File: src/rtl/game_cmd_scheduler.sv
// Button-level to command-pulse front end: edge detect, pending set, fixed-priority issue with gap, session FSM.
// Optional auto-repeat on direction buttons is built when AUTO_REPEAT_EN is defined.
module game_cmd_scheduler #(
  parameter int GAP          = 2,
  parameter int REPEAT_DELAY = 8,
  parameter int REPEAT_RATE  = 4
) (
  input  logic       clk,
  input  logic       reset,
  input  logic       btn_left,
  input  logic       btn_right,
  input  logic       btn_up,
  input  logic       btn_down,
  input  logic       btn_rotate,
  input  logic       btn_place,
  input  logic       btn_sel1,
  input  logic       btn_sel2,
  input  logic       btn_sel3,
  input  logic       btn_start,
  input  logic       game_over,
  output logic       move_left,
  output logic       move_right,
  output logic       move_up,
  output logic       move_down,
  output logic       rotate_block,
  output logic       place_block,
  output logic       sel1,
  output logic       sel2,
  output logic       sel3,
  output logic       game_rst,
  output logic [1:0] state,
  output logic       busy
);

  localparam int GW = (GAP < 1) ? 1 : $clog2(GAP + 1);
  localparam logic [GW-1:0] GAP_LD = GW'(GAP);

  typedef enum logic [1:0] {S_IDLE = 2'd0, S_CLEAR = 2'd1, S_PLAY = 2'd2, S_OVER = 2'd3} state_t;

  state_t        state_reg, state_next;
  logic [8:0]    pending_reg, pending_next;
  logic [GW-1:0] gap_reg, gap_next;
  logic [9:0]    prev_reg;
  logic [8:0]    cmd_reg, grant;
  logic          game_rst_reg, game_rst_next;
  logic [9:0]    btn_vec, edges;
  logic [8:0]    rep_req, req;

  // Bit index equals priority rank: bit 0 (place) wins, bit 8 (down) loses.
  assign btn_vec = {btn_start, btn_down, btn_up, btn_right, btn_left,
                    btn_sel3, btn_sel2, btn_sel1, btn_rotate, btn_place};
  assign edges   = btn_vec & ~prev_reg;
  assign req     = edges[8:0] | rep_req;

`ifdef AUTO_REPEAT_EN
  assign rep_req[4:0] = '0;
  for (genvar gi = 0; gi < 4; gi++) begin : g_repeat
    logic [15:0] hold_cnt_reg;
    logic        rep_phase_reg;
    logic [15:0] thr;
    logic        hit;
    logic        btn;

    assign btn = btn_vec[5+gi];
    // First request after REPEAT_DELAY held cycles, then every REPEAT_RATE.
    assign thr = rep_phase_reg ? 16'(REPEAT_RATE) : 16'(REPEAT_DELAY);
    assign hit = btn && ((hold_cnt_reg + 16'd1) == thr);
    assign rep_req[5+gi] = hit && (state_reg == S_PLAY);

    always_ff @(posedge clk or posedge reset) begin
      if (reset) begin
        hold_cnt_reg  <= '0;
        rep_phase_reg <= 1'b0;
      end else if (!btn || state_reg == S_CLEAR) begin
        hold_cnt_reg  <= '0;
        rep_phase_reg <= 1'b0;
      end else if (hit) begin
        hold_cnt_reg  <= '0;
        rep_phase_reg <= 1'b1;
      end else begin
        hold_cnt_reg  <= hold_cnt_reg + 16'd1;
      end
    end
  end
`else
  assign rep_req = '0;
`endif

  always_comb begin
    state_next    = state_reg;
    pending_next  = pending_reg;
    gap_next      = (gap_reg != '0) ? gap_reg - 1'b1 : '0;
    grant         = '0;
    case (state_reg)
      S_IDLE, S_OVER: begin
        pending_next = '0;
        if (edges[9]) state_next = S_CLEAR;
      end
      S_CLEAR: begin
        pending_next = '0;
        gap_next     = '0;
        state_next   = S_PLAY;
      end
      default: begin
        if (game_over) begin
          state_next   = S_OVER;
          pending_next = '0;
        end else begin
          if (gap_reg == '0 && pending_reg != '0) begin
            // Isolate the lowest set bit, i.e. the highest-priority request.
            grant    = pending_reg & (~pending_reg + 9'd1);
            gap_next = GAP_LD;
          end
          pending_next = (pending_reg & ~grant) | req;
        end
      end
    endcase
    game_rst_next = (state_next == S_CLEAR);
  end

  always_ff @(posedge clk or posedge reset) begin
    if (reset) begin
      state_reg    <= S_IDLE;
      pending_reg  <= '0;
      gap_reg      <= '0;
      prev_reg     <= '0;
      cmd_reg      <= '0;
      game_rst_reg <= 1'b0;
    end else begin
      state_reg    <= state_next;
      pending_reg  <= pending_next;
      gap_reg      <= gap_next;
      prev_reg     <= btn_vec;
      cmd_reg      <= grant;
      game_rst_reg <= game_rst_next;
    end
  end

  assign place_block  = cmd_reg[0];
  assign rotate_block = cmd_reg[1];
  assign sel1         = cmd_reg[2];
  assign sel2         = cmd_reg[3];
  assign sel3         = cmd_reg[4];
  assign move_left    = cmd_reg[5];
  assign move_right   = cmd_reg[6];
  assign move_up      = cmd_reg[7];
  assign move_down    = cmd_reg[8];
  assign game_rst     = game_rst_reg;
  assign state        = state_reg;
  assign busy         = (pending_reg != '0) || (gap_reg != '0);

endmodule

File: config.mk
export PLATFORM = sky130hd
export DESIGN_NAME = game_cmd_scheduler
export DESIGN_NICKNAME = d
export VERILOG_FILES = /design/src/rtl/game_cmd_scheduler.sv
export SDC_FILE = /design/constraint.sdc
export NUM_CORES = 1
export LEC_CHECK = 0
export BUFFER_PORTS_ARGS = -buffer_cell sky130_fd_sc_hd__clkbuf_2
export CAP_MARGIN = 20
export CORE_UTILIZATION = 36
export DETAILED_ROUTE_END_ITERATION = 8
export PLACE_DENSITY = 0.65
export RECOVER_POWER = 100
export SYNTH_ARGS = -nofsm -noshare
export SYNTH_HDL_FRONTEND = slang
export SYNTH_SLANG_ARGS = --single-unit
File: constraint.sdc
create_clock -name clk -period 4.9 [get_ports clk]
set_clock_uncertainty 0.05 [all_clocks]
set_input_delay 0.245 -clock clk [delete_from_list [all_inputs] [get_ports clk]]
set_output_delay 0.245 -clock clk [all_outputs]
set_load 0.1 [all_outputs]
Word-level counts from Yosys, hierarchy flattened --
Cells that the tools add are included.
Word-level totals: flip-flop bits (word level) 33, bits of input ports 13, output and inout port bits 13, word-level logic and storage cells 40
Operators by class: add/sub/neg operators 2, eq/ne operators 3, mux-type cells 14, bitwise operators 7, reduce and logical (&&, ||, !) cells 8
Operators by type and width (count):
- $mux W9 | 7
- $and A9 B9 Y9 | 2
- $not A9 Y9 | 2
- $and A10 B10 Y10 | 1
- $mux W2 | 5
- $not A10 Y10 | 1
- $add A9 B1 Y9 const B | 1
- $or A9 B9 Y9 | 1
- $reduce_bool A9 Y1 | 1
- $pmux W2 S2 | 2
- $eq A2 B1 Y1 const B | 2
- $logic_not A2 Y1 | 2
- $reduce_or A3 Y1 | 1
- $eq A2 B2 Y1 const B | 1
- $reduce_bool A2 Y1 | 1
- $reduce_or A2 Y1 | 1
- $sub A2 B1 Y2 const B | 1
- $logic_and A1 B1 Y1 | 1
- $logic_or A1 B1 Y1 | 1

Longest topological paths before layout --
depth after elaboration 11, gate-level depth with buffers 5, mapped depth without buffers 5

Worst setup path after synthesis --
No wires, ideal clock.
kind register to register, start point register state_reg[1], in the netlist state[1], end point register cmd_reg[8], library setup time 0.068 ns, data arrival time 2.129 ns, data required time 4.782 ns, path slack 2.653 ns, cell stages (with the launch flop) 5, path buffers 0, period minus slack after synthesis 2.247 ns, path through dfrtp_1 -> ha_1 -> nor4b_2 -> nor4b_2 -> and4b_1
On the way: longest elaborated chain between the ends 3, elaborated cells between the ends (all ways) 5, classes of those cells eq/ne (2); mux (1); reduce/logical (2)
Ends and longest elaborated chain:
- start, declared | RTL line 40 | state_t state_reg, state_next;
- start signal, assigned | RTL line 130 | state_reg <= state_next;
- $eq A2 B1 Y1, or another cell as far along | RTL line 94 | case (state_reg)
- $reduce_or A3 Y1 (no source line) (*)
- $mux W9 (*) | RTL line 94
- via grant[8] | RTL line 44 | logic [8:0] cmd_reg, grant;
- end signal, assigned | RTL line 134 | cmd_reg <= grant;
- end, declared | RTL line 44
Mark *: on every way through the listed nets, which the timed path passes. The rest lies on a longest branch.

Worst setup path in the final report --
start point register pending_reg[0], end point output port busy
On the way: longest elaborated chain between the ends 2
Ends and longest elaborated chain:
- start, declared | RTL line 41 | logic [8:0] pending_reg, pending_next;
- start signal, assigned | RTL line 131 | pending_reg <= pending_next;
- $reduce_bool A9 Y1 | RTL line 150 | assign busy = (pending_reg != '0) || (gap_reg != '0);
- $logic_or A1 B1 Y1 | RTL line 150
- end, declared | RTL line 32 | output logic busy
No other way between the ends.

==> summary.txt <==
Power
  • Fraction of power spent switching nets: 40.7%
  • Total power consumption of the routed design: 0.000829 W
  • Psw: 0.000337 W
  • Cell internal power dissipation: 0.000492 W
  • Clk network pwr share: 24.6%
  • Power density relative to cell area: 515 nW/um2
  • Leakage power: 0.750 nW
  • Peak ir drop on the vdd network: 0.185 mV
  • Combinational share of power: 36.6%
  • Part of the power in registers: 38.8%

Detailed routing
  • Via density per instance: 4.59
  • Number of detailed-routing iterations run before antenna repair: 5
  • Vias: 873
  • Remaining antenna violation count after routing: 0
  • Post-route DRC: 0
  • DRT Wirelength: 2050 um
  • Violation count after the first detailed-routing iteration: 11
  • Average detailed-routed wire length per instance: 10.8 um

Setup path
  • Arrival time worst endpoint: 2.30 ns
  • Reg-to-reg setup timing slack: 2.64 ns
  • Max stage delay on crit path: 0.66 ns
  • Required time at the worst-slack endpoint: 4.61 ns
  • Critical path, cell by cell: or4_1 > or3_1 > clkbuf_1
  • Critical-path cell with the highest stage delay: or4_1
  • Classification of the worst setup path: flip-flop to output port
  • Type of destination of the critical path: output port
  • Largest fanout on the critical path: 8
  • Launching element type of the critical path: flip-flop

Place
  • Number of buffer cells added on primary ports: 25
  • HPWL Detailed: 1430 um
  • Placed cell areas: 1470 um2
  • Final weighted congestion of routability-driven global placement: 0.768

Status
  • Run status: finished with violations
  • Violated checks: capacitance limit, slew limit

STA
  • Share of the cycle needed by the critical path after routing: 52.9%
  • Fin Setup TNS: 0 ns
  • Relative max-transition margin: -10.5%
  • Post-layout min period: 2.59 ns
  • Max Transition Viols Final: 34
  • Fin. Hold Viols: 0
  • Unrepaired setup endpoints after global routing: false
  • Achievable Freq: 386 MHz
  • Setup violations, final: 0
  • Slew @ Worst Pin: 1.66 ns

Yosys
  • Most repeated cell in the gate-level netlist after synthesis: dfrtp_1
  • Main area contributors after synthesis: dfrtp_1 64%, nand2b_1 4.8%, a21oi_1 3.5%
  • Largest area contributor in the synthesized netlist: dfrtp_1
  • Top cells by count, synth: 33 x dfrtp_1, 10 x nand2b_1, 9 x a21oi_1
  • Mean post-synth cell area: 12.7 um2
  • Area share of the largest cell type after synthesis: 63.8%
  • Cell count after synthesis: 102
  • Number of synthesized register bits: 33
  • Count of flip-flops with a built-in enable after synthesis: 0
  • Cell area after synthesis: 1290 um2
  • Yosys warns: 0
  • Async S/R FF share, synth: 100%
  • Number of distinct library cell variants in the gate-level netlist after synthesis: 31
  • Most used flip-flop cell after synthesis: dfrtp_1
  • Syn Nets: 117
  • Fraction of the yosys area taken by sequential cells: 63.8%

Global route
  • Largest net degree at the start of global routing: 34
  • Aggregate global-route resource usage: 12.8%
  • Number of antenna violations at the first check in global routing: 0
  • Via count of the first global-routing pass: 775
  • Global-route congestion overflow total: 0
  • Global-route wire length before repair: 3350 um

Clock network
  • Number of resized instances in the post-cts repair step: 0
  • Number of levels in the clock H-tree: 2
  • Clock tree from TritonCTS: yes
  • Clock sink count: 33
  • Clock root buffer: clkbuf_4
  • Post-CTS repair timing setup buffer count: 0
  • Clk Latency, worst-skew pair: 0.32 ns
  • TritonCTS Buffers: 5
  • Maximum clock path buffer count: 2
  • Total of hold buffers inserted after clock tree synthesis: 11
  • Clock-pin slew reported for the worst setup and hold paths after clock tree synthesis: 0.09 ns

Hold path
  • Type of the worst min-delay path: input port to flip-flop

Finish
  • Fraction of layout instances using a drive strength above 1: 11.1%
  • Cell area after layout: 1610 um2
  • Filler Cells Inserted: 334
  • Area of combinational cells with multiple inputs: 418 um2
  • Area growth from synthesis to final layout: 24.3%
  • Max FFs per register: 10
  • Final antenna diode count: 0
  • Layout net count: 158
  • Area used by sequential logic in the layout: 826 um2

Die
  • Die outline width: 62.0 um
  • Die Area: 3840 um2
  • I/O Pins: 26
  • Area of the placeable core: 3390 um2
  • Vert. Die Dim: 62.0 um
  • Standard-cell rows: 21
  • Initial standard-cell utilization of the core: 38.2%

Flow run
  • Number of violations of the max-capacitance limit: 1
==> metal layers <==
metal / up-vias / track usage, % / part of all wire, %
met5: - / 0 / 0
met4: 0 / 6.98 / 2.5
met3: 6 / 6.83 / 5.5
met2: 21 / 18.8 / 45
met1: 401 / 14.9 / 47
li1: 445 / - / -
==> through the flow <==
stage | std cells | utilization, % | hold slack [ns] | setup slack, ns
3_5_place_dp | 171 | 43.2 | 0.281 | 2.75
3_3_place_gp | 171 | 43.2 | 0.274 | 2.79
4_1_cts | 190 | 49.0 | 0.210 | 2.39
6_report | 190 | 47.5 | 0.245 | 2.31
2_1_floorplan | 102 | - | 0.226 | 2.65
5_1_grt | 190 | 47.5 | 0.248 | 2.20
==> critical path, delay by kind of cell, from the launching register on <==
kind	cells	cell delay (ns)
flip-flops	1	0.45
buffers and inverters	1	0.51
AND/OR/NAND/NOR	2	1.02
==> path summary, 6_finish.rpt <==
check	startpoint	cells after the start	to
min in group asynchronous	reset	4	prev_reg[1]$_DFF_PP0_
max in group asynchronous	reset	4	pending_reg[0]$_DFF_PP0_
hold / removal	game_over	3	cmd_reg[0]$_DFF_PP0_
setup / recovery	pending_reg[0]$_DFF_PP0_	3	busy
hold reg to reg	prev_reg[3]$_DFF_PP0_	2	pending_reg[3]$_DFF_PP0_
setup reg to reg	state[0]$_DFF_PP0_	5	cmd_reg[8]$_DFF_PP0_
==> layout make-up <==
type | instances | share of cell area, %
Sequential cell | 33 | 51.3
Multi-Input combinational cell | 63 | 26.0
Timing Repair Buffer | 37 | 13.1
Tap cell | 46 | 3.58
Clock buffer | 7 | 3.42
Clock inverter | 1 | 1.87
Inverter | 3 | 0.700
==> cell usage in the layout, fill, tap and decap left out, drive strengths merged, types with 2 or more instances in the layout <==
cell type    Yosys  final
clkbuf           2     33
inv              3      3
nand2b          10     10
o21ai            3      3
nor2b            2      2
and4b            2      2
o31ai            4      4
nor2             8      8
and2             3      3
a21oi            9      9
or4              2      2
and3b            2      2
dlygate4sd3      0     11
and3             2      2
ha               2      2
dfrtp           33     33
or3              3      3
nor4b            2      2
==> power groups by stage <==
stage | registers, W | clock network, W | logic, W
floorplan | 0.000418 | 0 | 0.000172
global placement | 0.000326 | 0 | 0.000304
detailed placement | 0.000328 | 0 | 0.000309
CTS | 0.000323 | 0.000211 | 0.000315
global route | 0.000326 | 0.000228 | 0.000331
finish | 0.000322 | 0.000204 | 0.000303
==> cell families (layout without fill, tap and decap cells) <==
group                    count (synthesis)  after routing  share of synthesized area (%)
flip-flops                              33             33                           63.8
AO/OA/AOI/OAI                           21             21                           10.8
AND/OR/NAND/NOR                         40             40                           21.1
adder cells (fa/ha/maj)                  2              2                           1.93
buffers and inverters                    6             48                           2.41
Power figures use the tool's default switching activity.
